<file path="src/rtl/piso_pkg.sv">
// Shared definitions for the serial shift-register link: transmitter state
// encoding and the default word width used by both ends of the link.
package piso_pkg;

  localparam int unsigned PISO_WIDTH = 4;

  typedef enum logic {
    ST_IDLE  = 1'b0,
    ST_SHIFT = 1'b1
  } state_t;

endpackage : piso_pkg

</file>
<file path="src/rtl/piso_serializer.sv">
// Parallel-in, serial-out transmitter: takes an N-bit word over valid/ready
// and drives it LSB first on sout, one bit per clock with EN high.
module piso_serializer
  import piso_pkg::*;
#(
  parameter int unsigned N = PISO_WIDTH
) (
  input  logic         CLK,
  input  logic         RST,
  input  logic         load_valid,
  output logic         load_ready,
  input  logic [N-1:0] din,
  input  logic         EN,
  output logic         sout,
  output logic         sout_valid,
  output logic         done
);

  localparam int unsigned      CNT_W    = $clog2(N);
  localparam logic [CNT_W-1:0] CNT_LAST = CNT_W'(N - 1);

  state_t           r_state;
  state_t           w_state_nxt;
  logic [N-1:0]     r_shreg;
  logic [N-1:0]     w_shreg_nxt;
  logic [CNT_W-1:0] r_cnt;
  logic [CNT_W-1:0] w_cnt_nxt;
  logic             r_sout;
  logic             r_sout_valid;
  logic             r_done;
  logic             w_done_nxt;
  logic             w_last;
  logic             w_accept;

  // Last bit is being consumed this cycle; a new word may be taken in its place.
  always_comb begin
    w_last     = (r_state == ST_SHIFT) && EN && (r_cnt == CNT_LAST);
    load_ready = !RST && ((r_state == ST_IDLE) || w_last);
    w_accept   = load_valid && load_ready;
  end

  always_comb begin
    w_state_nxt = r_state;
    w_shreg_nxt = r_shreg;
    w_cnt_nxt   = r_cnt;
    w_done_nxt  = 1'b0;
    case (r_state)
      ST_IDLE: ;
      ST_SHIFT: begin
        if (EN) begin
          w_shreg_nxt = r_shreg >> 1;
          w_cnt_nxt   = r_cnt + CNT_W'(1);
          if (r_cnt == CNT_LAST) begin
            w_done_nxt  = 1'b1;
            w_state_nxt = ST_IDLE;
          end
        end
      end
      default: w_state_nxt = ST_IDLE;
    endcase
    // A load overrides the shift and keeps the line busy without a gap.
    if (w_accept) begin
      w_shreg_nxt = din;
      w_cnt_nxt   = '0;
      w_state_nxt = ST_SHIFT;
    end
  end

  always_ff @(posedge CLK) begin
    if (RST) begin
      r_state      <= ST_IDLE;
      r_shreg      <= '0;
      r_cnt        <= '0;
      r_sout       <= 1'b0;
      r_sout_valid <= 1'b0;
      r_done       <= 1'b0;
    end else begin
      r_state      <= w_state_nxt;
      r_shreg      <= w_shreg_nxt;
      r_cnt        <= w_cnt_nxt;
      r_sout       <= (w_state_nxt == ST_SHIFT) ? w_shreg_nxt[0] : 1'b0;
      r_sout_valid <= (w_state_nxt == ST_SHIFT);
      r_done       <= w_done_nxt;
    end
  end

  assign sout       = r_sout;
  assign sout_valid = r_sout_valid;
  assign done       = r_done;

endmodule : piso_serializer
</file>
<file path="config.mk">
export PLATFORM = sky130hd
export DESIGN_NAME = piso_serializer
export DESIGN_NICKNAME = d
export VERILOG_FILES = /design/src/rtl/piso_pkg.sv /design/src/rtl/piso_serializer.sv
export SDC_FILE = /design/constraint.sdc
export NUM_CORES = 1
export LEC_CHECK = 0
export BUFFER_PORTS_ARGS = -buffer_cell sky130_fd_sc_hd__buf_2
export CORE_AREA = 2 2 39 41
export DETAILED_ROUTE_END_ITERATION = 10
export DIE_AREA = 0 0 41 43
export GPL_TIMING_DRIVEN = 0
export SLEW_MARGIN = 10
export SYNTH_ARGS = -nofsm -noshare
export SYNTH_HDL_FRONTEND = slang
export SYNTH_SLANG_ARGS = --single-unit
export TNS_END_PERCENT = 1
</file>
<file path="constraint.sdc">
create_clock -name CLK -period 1.54 [get_ports CLK]
set_clock_uncertainty 0.2 [all_clocks]
set_input_delay 0.077 -clock CLK [delete_from_list [all_inputs] [get_ports CLK]]
set_output_delay 0.077 -clock CLK [all_outputs]
set_load 0.03 [all_outputs]
</file>
* Word level (Yosys, flattened, before mapping) *
Cells that the tools add are included.

storage, ports and cells
  register bits after elaboration = 9
  bits in latches = 0
  RAM bits = 0
  ROM bits = 0
  input bits = 8
  output and inout bits = 4
  word-level logic and storage cells = 32
  memories = 0

operators by class
  $add $sub $neg = 1
  $mul = 0
  div/mod/pow operators = 0
  order comparisons = 0
  equal/unequal tests = 1
  shifts and indexed selects = 0
  mux-type cells = 8
  bitwise operators = 3
  reduce and logical (&&, ||, !) cells = 13

operator list
  operator                                      count
  two-way mux 4 bit                             3
  two-way mux 1 bit                             5
  logical AND 1 bit                             4
  AND reduction 2 bit                           2
  nonzero test 2 bit                            2
  OR reduction 2 bit                            2
  inverter 1 bit                                3
  OR reduction 3 bit                            1
  adder 2 x 1 -> 2 bit (second input constant)  1
  equality test 2 bit (second input constant)   1
  logical NOT 1 bit                             1
  logical OR 1 bit                              1

* Depth between registers and ports, before layout *
Gate-level depths: netlist (run 1).

  word-level depth = 8
  gate-level depth with buffers = 4
  mapped depth without buffers = 4

* Least setup slack after synthesis (run 1) *
OpenSTA, ideal clock, no wires.

  path kind = flip-flop to flip-flop
  start point = register sout_valid (netlist name)
  end point = register r_shreg[0]
  setup time = 0.095 ns
  arrival = 1.140 ns
  data required time = 1.245 ns
  setup slack = 0.104 ns
  cell stages (with the launch flop) = 4
  buffers on the path = 0
  clock period less this slack = 1.436 ns
  cells stage by stage = dfxtp_1 > nand2_2 > mux2i_1 > a221oi_1

RTL lines
  what                  RTL line               source
  to (signal assigned)  piso_serializer.sv:79  r_shreg <= w_shreg_nxt;
  to (decl)             piso_serializer.sv:24  logic [N-1:0] r_shreg;

* Worst setup path after layout (run 1) *
  start point = register r_cnt[0]
  end point = output load_ready

on the way
  cells in the longest elaborated chain, start to end = 4

RTL lines
  what                    RTL line               source
  from (decl)             piso_serializer.sv:26  logic [CNT_W-1:0] r_cnt;
  from (signal assigned)  piso_serializer.sv:80  r_cnt <= w_cnt_nxt;
  equality test 2 bit     piso_serializer.sv:37  w_last = (r_state == ST_SHIFT) && EN && (r_cnt == CNT_LAST);
  logical AND 1 bit       piso_serializer.sv:37
  logical OR 1 bit        piso_serializer.sv:38  load_ready = !RST && ((r_state == ST_IDLE) || w_last);
  logical AND 1 bit       piso_serializer.sv:38
  to (decl)               piso_serializer.sv:11  output logic load_ready,

Every way passes these cells.

==> key figures, run 1 <==
Die
  – Initial Util: 30.83%
  – Row Count: 14
  – Die area: 0.001763 mm^2
  – Die Wd: 41 um
  – Area of the core: 0.001384 mm^2
  – Chip Height: 43 um
  – # IOs: 12

Synthesis
  – Mean post-synth cell area: 10.16 um^2
  – Ys async rst share: 0%
  – Post-Syn Area: 426.7 um^2
  – Seq/Total Area, Yosys: 42.23%
  – Number of flops mapped to enable cells by yosys: 0
  – Yosys reg bits: 9
  – Synth Warn #: 0
  – Synth Area in Simple Gates: 27.27%
  – XOR/XNOR share of the synthesized area: 2.053%
  – Post-synthesis adder-cell area fraction: 2.933%
  – Synth Flop Type: dfxtp_1
  – Netlist cell types: 21
  – Net count after synthesis: 51
  – Post-synthesis mux area share: 9.384%
  – Combinational family with the most area after synthesis: simple AND/OR/NAND/NOR gates
  – Compound-cell area share of the yosys netlist: 15.25%
  – Syn Inst Count: 42

Worst setup path
  – Critical path fanouts, max: 4
  – Critical path data required time: 1.26 ns
  – Crit path capture type: output port
  – Path type of the worst setup path: reg -> out
  – Critical-path cell list: ha_2 > a21boi_2 > nor2_1 > clkbuf_4
  – CP arrival: 1.19 ns
  – Levels on crit path: 4
  – Startpoint Class: register
  – Slowest CP cell: dfxtp_1
  – CP top delay family: flip-flops
  – Worst path max stage delay: 0.32 ns
  – R2R depth: 4
  – Crit path buf inv count: 1

Power and ir drop
  – Leak: 0.2684 nW
  – PwrDens: 889.1 mW/mm^2
  – Overall Power: 0.5262 mW
  – Worst VDD drop: 0.2693 mV

Global routing
  – Vias in the first global route: 348
  – First-pass GRT wire length: 1.380 mm
  – Total congestion overflow: 0
  – Largest net degree at the start of global routing: 11
  – GRT Util Overall: 11.66%
  – Initial antenna violation count: 0

Clocking
  – Cts bufs inserted: 3
  – TritonCTS clock tree: yes
  – Max Root-Sink Buffers: 2
  – # clock sinks: 9
  – H-tree levels: 1
  – Clock transition at path regs: 0.06 ns
  – Clock Latency Late Sink: 0.25 ns
  – Root Buffer: clkbuf_4

Routing
  – ANT nets after route: 0
  – Remaining DRCs: 0
  – Vias per cell: 4.705
  – Drt total wl: 850 um
  – Avg WL per Cell: 10.90 um
  – Total vias in the final route: 367
  – DR iter-0 viols: 4
  – DRT Pass-1 Iters: 4

Placed design
  – Port bufs: 10
  – # placed instances: 68
  – RD Place Congestion: 0.6431
  – Detail Placement HPWL: 568.5 um
  – Area after DPL: 496.7 um^2
  – DP Worst Slack: 0.1524 ns

Timing
  – Hold Slack: 0.009525 ns
  – Fmax: 683.6 MHz
  – Fin worst setup slack: 0.07726 ns
  – Max Slew Vio Count: 0
  – Post-route clock period utilization: 94.98%
  – Final setup vio count: 0
  – Fin Setup TNS: 0 ns
  – Slew HR: 69.90%
  – Final hold vios: 0
  – Min cycle time layout: 1.463 ns
  – RSZ-0062 raised after global routing: no
  – Worst-margin pin slew: 0.4515 ns

Hold path
  – Hold Crit Class: in -> reg
  – Worst Hold Depth: 2

Finish
  – Finished Layout Cells: 78
  – Layout cell share with drive strength beyond 1: 35.48%
  – NumNets Final: 72
  – Area Overhead vs Synth: 38.71%
  – Most frequent cells in the layout: 9 x dfxtp_1, 9 x buf_2, 6 x dlygate4sd3_1
  – N_diodes: 0
  – Finished Core Util: 42.77%
  – Cell area after layout: 591.8 um^2

Flow run
  – MaxCap Viol Count: 0

Run status
  – Status: completed
worst register-to-register path: cells and delay by family, from the launching register on:
kind,cells,cell delay (ns)
flops,1,0.35
simple gates,1,0.10
compound gates,2,0.45
fa+ha+maj,1,0.23
logic make-up after synthesis:
| family | Yosys count |
|---|---|
| DFF | 9 |
| AOI/OAI and AO/OA | 8 |
| buffers and inverters | 1 |
| adders and majority gates | 1 |
| and+or+nand+nor | 18 |
| muxes | 4 |
| xor gates and xnor gates | 1 |
timing repair:
| item | 4_1_cts | 5_1_grt |
|---|---|---|
| buffers inserted | 0 | 0 |
| hold buffers | 6 | 0 |
| endpoints found under the setup margin | 1 | 1 |
| gates resized for setup | 1 | 3 |
| endpoints found under the hold margin | 6 | 0 |
final cells by class:
cell class,count,area [um^2]
Fill cell,148,792.0
Tap cell,16,20.02
Clock buffer,4,26.28
Multi-Input combinational cell,32,249.0
Sequential cell,9,180.2
Timing Repair Buffer,16,112.6
Buffer,1,3.754
state kept, by name (all words and copies together), names as in the netlist:
| name | flops |
|---|---|
| done | 1 |
| r_cnt | 2 |
| r_shreg | 4 |
| sout | 1 |
| sout_valid | 1 |
layer usage:
layer	vias up	global-route usage [%]	share of wire (%)
li1	191	-	-
met1	164	14.84	51
met2	10	15.94	43
met3	2	3.665	4.5
met4	0	8.000	1.4
met5	-	0	0
Yosys cell counts (2+ instances only):
cell type / n / area [um^2]
dfxtp_1: 9 / 180.2
mux2i_1: 4 / 40.04
a221oi_1: 3 / 26.28
nand3_1: 3 / 15.01
nor2_1: 3 / 11.26
nor2b_1: 3 / 18.77
a21oi_1: 2 / 10.01
nor3_2: 2 / 20.02
path summary, 6_finish.rpt:
path	start	end	slack, ns
worst min register to register	r_shreg[3]$_SDFFE_PP0P_	r_shreg[3]$_SDFFE_PP0P_	0.27
worst max-delay path	r_cnt[0]$_SDFFE_PP0P_	load_ready	0.08
worst max register to register	r_cnt[0]$_SDFFE_PP0P_	r_shreg[2]$_SDFFE_PP0P_	0.12
worst min-delay path	RST	sout_valid$_SDFF_PP0_	0.01
where the power goes:
group | leakage (nW) | internal, mW | switching (mW)
Sequential | 0.0739 | 0.246 | 0.00852
Combinational | 0.180 | 0.0473 | 0.0461
Clock | 0.0150 | 0.0996 | 0.0790
Note: power is estimated with default switching activity, not from simulation.
==> run 2: changes to the inputs <==
==> constraint.sdc (replaced) <==
create_clock -name CLK -period 1.54 [get_ports CLK]
set_clock_uncertainty 0.2 [all_clocks]
set_input_delay 0.462 -clock CLK [delete_from_list [all_inputs] [get_ports CLK]]
set_output_delay 0.462 -clock CLK [all_outputs]
set_load 0.03 [all_outputs]
==> run 2 against run 1 <==
The run now ends with setup timing left. Count of clock-buffer cells in the layout unchanged. Setup slack worse by 0.30 ns. First-iteration DRC count down 25%. Sequential power about the same. Utilization down 0.63 points. Sequential share of layout area up 1.1 points. Non-clock buffer count down 4. Die area unchanged. Largest power group unchanged. Highest routed layer unchanged. Critical path type unchanged. Global-route usage up 0.93 points. Combinational power down 0.6%. Cell count down 5.1%.
==> key figures, run 2 (synthesized netlist as in run 1, its figures left out) <==
Finish
  – Most frequent cells in the layout: 8 x buf_2, 6 x dfxtp_1, 4 x mux2i_1 (was 9 x dfxtp_1, 9 x buf_2, 6 x dlygate4sd3_1)
  – Max reg flops: 4 (unchanged)
  – Biggest register: r_shreg (unchanged)
  – NumNets Final: 68 (was 72)
  – N_diodes: 0 (unchanged)
  – Top Registers: r_shreg x4, r_cnt x2 (unchanged)
  – Finished Core Util: 42.13% (was 42.77%)
  – Area Overhead vs Synth: 36.66% (was 38.71%)
  – Finished Layout Cells: 74 (was 78)
  – Layout cell share with drive strength beyond 1: 50.00% (was 35.48%)
  – Most common cell after layout, fill and taps aside: buf_2

Clocking
  – H-tree levels: 1 (unchanged)
  – Cts bufs inserted: 3 (unchanged)
  – Root Buffer: clkbuf_4 (unchanged)
  – TritonCTS clock tree: yes (unchanged)
  – Max Root-Sink Buffers: 2 (unchanged)
  – Clock transition at path regs: 0.06 ns (about the same)
  – Clock Latency Late Sink: 0.26 ns (was 0.25 ns)
  – # clock sinks: 9 (unchanged)
  – Hold buffers post-CTS: 0 (was 6)

Routing
  – Total vias in the final route: 361 (was 367)
  – Avg WL per Cell: 11.62 um (was 10.90 um)
  – DRT Pass-1 Iters: 3 (was 4)
  – Met1 WL: 412 um (was 436 um)
  – Top sig layer: met4 (unchanged)
  – DR iter-0 viols: 3 (was 4)
  – Drt total wl: 860 um (was 850 um)
  – Vias per cell: 4.878 (was 4.705)
  – Remaining DRCs: 0 (unchanged)
  – ANT nets after route: 0 (unchanged)
  – Met2 routed WL: 362 um (unchanged)
  – Met3 Wirelength: 43 um (was 38 um)

Power and ir drop
  – Leak: 0.2652 nW (was 0.2684 nW)
  – Clock share of power: 35.1% (was 33.9%)
  – Pint: 0.3909 mW (was 0.3925 mW)
  – Worst VDD drop: 0.3295 mV (was 0.2693 mV)
  – Overall Power: 0.5357 mW (was 0.5262 mW)
  – Sw power: 0.1448 mW (was 0.1336 mW)
  – PwrDens: 918.8 mW/mm^2 (was 889.1 mW/mm^2)
  – Switching part of the total: 27.03% (was 25.40%)
  – Gate power share: 17.3% (was 17.8%)
  – Sequential fraction of design power: 47.6% (was 48.3%)

Placed design
  – Port bufs: 10 (unchanged)
  – RD Place Congestion: 0.6416 (was 0.6431)
  – # placed instances: 68 (unchanged)

Worst setup path
  – Critical path fanouts, max: 2 (was 4)
  – CP arrival: 1.10 ns (was 1.19 ns)
  – Reg2reg start: r_cnt[1]$_SDFFE_PP0P_ (was r_cnt[0]$_SDFFE_PP0P_)
  – Worst Setup SP: r_cnt[1]$_SDFFE_PP0P_ (was r_cnt[0]$_SDFFE_PP0P_)
  – Crit path capture type: output port (unchanged)
  – Startpoint Class: register (unchanged)
  – Critical path data required time: 0.88 ns (was 1.26 ns)
  – Path type of the worst setup path: reg -> out (unchanged)

Global routing
  – Vias in the first global route: 336 (was 348)
  – GRT Util Overall: 12.59% (was 11.66%)
  – Largest net degree at the start of global routing: 11 (unchanged)
  – Total congestion overflow: 0 (unchanged)
  – First-pass GRT wire length: 1.435 mm (was 1.380 mm)
  – Initial antenna violation count: 0 (unchanged)

Die
  – Area of the core: 0.001384 mm^2 (unchanged)
  – Chip Height: 43 um (unchanged)
  – Row Count: 14 (unchanged)
  – Die Wd: 41 um (unchanged)
  – Die area: 0.001763 mm^2 (unchanged)
  – # IOs: 12 (unchanged)
  – Initial Util: 30.83% (unchanged)

Flow run
  – MaxCap Viol Count: 0 (unchanged)

Timing
  – RSZ-0062 raised after global routing: yes (was no)
  – Hold Slack: 0.2540 ns (was 0.009525 ns)
  – Final hold vios: 0 (unchanged)
  – Post-route clock period utilization: 114.6% (was 94.98%)
  – Fin worst setup slack: -0.2254 ns (was 0.07726 ns)
  – Max Slew Vio Count: 0 (unchanged)
  – Slew HR: 82.71% (was 69.90%)
  – Fin Setup TNS: -0.2254 ns (was 0 ns)
  – Final setup vio count: 1 (was 0)
  – Worst-margin pin slew: 0.2594 ns (was 0.4515 ns)
  – Min cycle time layout: 1.765 ns (was 1.463 ns)
  – Fmax: 566.5 MHz (was 683.6 MHz)

Run status
  – Status: finished, violations left (was completed)
  – Violated checks: setup timing

Hold path
  – Hold Startpoint: din[3] (was RST)
  – Hold Crit Class: in -> reg (unchanged)
[run 2: path summary, 6_finish.rpt]
path / endpoint / slack, ns / cells after the start
hold / removal: r_shreg[3]$_SDFFE_PP0P_ / 0.25 / 3
setup / recovery: load_ready / -0.23 / 4
hold reg to reg: r_shreg[3]$_SDFFE_PP0P_ / 0.27 / 2
setup reg to reg: r_shreg[0]$_SDFF_PP0_ / 0.10 / 5
[run 2: final cells by class]
cell class / instances / area [um^2]
fill: 144 / 800.8
clock buffer: 4 / 26.28
timing repair buffer: 12 / 73.82
tap: 16 / 20.02
buffer: 1 / 5.005
sequential: 9 / 183.9
multi-input combinational: 32 / 274.0
[run 2: routing by layer]
layer / vias to the layer above / track usage, %
met1: 162 / 15.58
met5: - / 0
met3: 5 / 3.141
met2: 10 / 16.56
met4: 0 / 12.00
li1: 184 / -
[run 2: repair_timing]
item                       CTS  global route
gates resized for setup      7             2
buffers inserted             2             0
pin swaps                    2             0
cloned                       0             0
setup endpoints to repair    1             3
[run 2: power by group through the flow]
stage / Clock (mW) / Combinational, mW / Sequential [mW]
global route: 0.206 / 0.102 / 0.257
finish: 0.188 / 0.0928 / 0.255
global placement: 0 / 0.0841 / 0.259
floorplan: 0 / 0.0539 / 0.264
CTS: 0.190 / 0.0921 / 0.255
detailed placement: 0 / 0.0845 / 0.259
[run 2: stage by stage]
step                area (um^2)  setup WS [ns]
global route              583.1        -0.2703
CTS                       580.6        -0.2300
detailed placement        510.5        -0.1369
finish                    583.1        -0.2254
floorplan                 440.4        0.02044
global placement          510.5        -0.1346
[run 2: critical path, cell delays in order, from the launching register on]
cell and delay [ns]:
dfxtp_2 0.33, ha_4 0.17, a21boi_4 0.16, nor2_4 0.04
buf_6 0.14
==> run 3: changes to the inputs <==
--- a/config.mk
+++ b/config.mk
@@ -10,6 +10,7 @@
 export DETAILED_ROUTE_END_ITERATION = 10
 export DIE_AREA = 0 0 41 43
 export GPL_TIMING_DRIVEN = 0
+export SETUP_SLACK_MARGIN = 0.3
 export SLEW_MARGIN = 10
 export SYNTH_ARGS = -nofsm -noshare
 export SYNTH_HDL_FRONTEND = slang
==> run 3 against run 2 <==
The flow still finishes with violations (setup timing). Design area grew 15%. Cell count grew 1.4%. Via count grew 2.2%. Flip-flop and latch count is the same. Largest power group unchanged.
==> key figures, run 3 (synthesized netlist as in run 1, its figures left out) <==
Run status
  – Status: finished, violations left (unchanged)
  – Violated checks: setup timing (unchanged)

Die
  – Chip Height: 43 um (unchanged)
  – # IOs: 12 (unchanged)
  – Row Count: 14 (unchanged)
  – Area of the core: 0.001384 mm^2 (unchanged)
  – Initial Util: 30.83% (unchanged)
  – Die Wd: 41 um (unchanged)
  – Die area: 0.001763 mm^2 (unchanged)

Routing
  – DRT Pass-1 Iters: 1 (was 3)
  – Remaining DRCs: 0 (unchanged)
  – ANT nets after route: 0 (unchanged)
  – Drt total wl: 932 um (was 860 um)
  – DR iter-0 viols: 0 (was 3)
  – Total vias in the final route: 369 (was 361)
  – Vias per cell: 4.920 (was 4.878)
  – Avg WL per Cell: 12.43 um (was 11.62 um)

Global routing
  – GRT Util Overall: 13.35% (was 12.59%)
  – First-pass GRT wire length: 1.455 mm (was 1.435 mm)
  – Vias in the first global route: 354 (was 336)
  – Largest net degree at the start of global routing: 11 (unchanged)
  – Total congestion overflow: 0 (unchanged)
  – Initial antenna violation count: 0 (unchanged)

Placed design
  – DP Worst Slack: -0.1476 ns (was -0.1369 ns)
  – RD Place Congestion: 0.6644 (was 0.6416)
  – # placed instances: 68 (unchanged)
  – Port bufs: 10 (unchanged)

Timing
  – Min cycle time layout: 1.756 ns (was 1.765 ns)
  – Hold Slack: 0.2137 ns (was 0.2540 ns)
  – Final hold vios: 0 (unchanged)
  – RSZ-0062 raised after global routing: yes (unchanged)
  – Fmax: 569.5 MHz (was 566.5 MHz)
  – Worst-margin pin slew: 0.1889 ns (was 0.2594 ns)
  – Final setup vio count: 3 (was 1)
  – Max Slew Vio Count: 0 (unchanged)
  – Slew HR: 87.04% (was 82.71%)
  – Post-route clock period utilization: 114.0% (was 114.6%)
  – Fin worst setup slack: -0.2159 ns (was -0.2254 ns)
  – Fin Setup TNS: -0.2896 ns (was -0.2254 ns)

Flow run
  – MaxCap Viol Count: 0 (unchanged)

Finish
  – N_diodes: 0 (unchanged)
  – Max reg flops: 4 (unchanged)
  – # fillers: 128 (was 144)
  – Most frequent cells in the layout: 6 x buf_2, 5 x buf_6, 4 x mux2i_1, 4 x dfxtp_2, 4 x dfxtp_1 (was 8 x buf_2, 6 x dfxtp_1, 4 x mux2i_1)
  – Area of the multi-input gates: 310.3 um^2 (was 274.0 um^2)
  – Area Overhead vs Synth: 57.48% (was 36.66%)
  – Finished Layout Cells: 75 (was 74)
  – Biggest register: r_shreg (unchanged)
  – Most common cell after layout, fill and taps aside: buf_2 (unchanged)
  – Seq. cell area: 188.9 um^2 (was 183.9 um^2)
  – Finished Core Util: 48.55% (was 42.13%)
  – Top Registers: r_shreg x4, r_cnt x2 (unchanged)
  – NumNets Final: 69 (was 68)
  – Layout cell share with drive strength beyond 1: 64.41% (was 50.00%)

Clocking
  – Root Buffer: clkbuf_4 (unchanged)
  – Clock transition at path regs: 0.07 ns (was 0.06 ns)
  – Cts bufs inserted: 3 (unchanged)
  – TritonCTS clock tree: yes (unchanged)
  – Max Root-Sink Buffers: 2 (unchanged)
  – Clock Latency Late Sink: 0.26 ns (about the same)
  – H-tree levels: 1 (unchanged)
  – # clock sinks: 9 (unchanged)
  – Hold buffers post-CTS: 0 (unchanged)

Worst setup path
  – Critical-path cell list: ha_4 > a21boi_4 > nor2_4 > buf_6 (unchanged)
  – Worst path max stage delay: 0.34 ns (was 0.33 ns)
  – Critical path fanouts, max: 2 (unchanged)
  – Critical path data required time: 0.88 ns (about the same)
  – Slowest CP cell: dfxtp_2 (unchanged)
  – Crit path capture type: output port (unchanged)
  – Crit path buf inv count: 1 (unchanged)
  – Startpoint Class: register (unchanged)
  – Path type of the worst setup path: reg -> out (unchanged)
  – CP arrival: 1.09 ns (was 1.10 ns)
  – CP top delay family: flip-flops (unchanged)

Hold path
  – Hold Crit Class: in -> reg (unchanged)

Power and ir drop
  – Worst VDD drop: 0.3828 mV (was 0.3295 mV)
  – PwrDens: 830.5 mW/mm^2 (was 918.8 mW/mm^2)
  – Leak: 0.2919 nW (was 0.2652 nW)
[run 3: cell types whose count changed in the layout (fill, tap and decap cells not counted), moves of 2 or more]
cell and change:
nand3_2 +2, nand3_1 -2, a221oi_1 -3, buf_6 +4
a221oi_2 +3, buf_2 -2, dfxtp_1 -2
[run 3: area by class of cell]
cell class | instances | share of cell area, %
Multi-Input combinational cell | 32 | 46.18
Sequential cell | 9 | 28.12
Timing Repair Buffer | 13 | 15.08
Clock buffer | 4 | 3.911
Buffer | 1 | 3.724
Tap cell | 16 | 2.980
[run 3: metal layers]
layer  GRT usage (%)  wire length, um
met5               0                0
met3           4.712               33
met1           16.40              437
met2           16.25              425
met4           14.00               36
[run 3: stage by stage]
| stage | power (mW) | area, um^2 |
|---|---|---|
| 2_1_floorplan | 0.3243 | 475.5 |
| 3_3_place_gp | 0.3497 | 545.5 |
| 3_5_place_dp | 0.3500 | 545.5 |
| 4_1_cts | 0.5573 | 653.1 |
| 5_1_grt | 0.5875 | 671.9 |
| 6_report | 0.5580 | 671.9 |
[run 3: repair_timing]
action / CTS / global route
endpoints found under the setup margin: 10 / 11
gates resized for setup: 20 / 1
setup buffers: 1 / 2
gates cloned: 0 / 0
pin swaps: 12 / 7
[run 3: final timing paths]
kind | from | end | slack (ns) | depth (start not counted)
min | RST | r_cnt[1]$_SDFFE_PP0P_ | 0.21 | 2
min reg2reg | r_shreg[3]$_SDFFE_PP0P_ | r_shreg[3]$_SDFFE_PP0P_ | 0.28 | 2
max | r_cnt[0]$_SDFFE_PP0P_ | load_ready | -0.22 | 4
max reg2reg | r_cnt[0]$_SDFFE_PP0P_ | r_cnt[0]$_SDFFE_PP0P_ | -0.05 | 6
[run 3: where the power goes]
part	switching, mW	internal, mW
Clock	0.0870	0.100
Combinational	0.0572	0.0578
Sequential	0.0102	0.246
Total	0.154	0.404
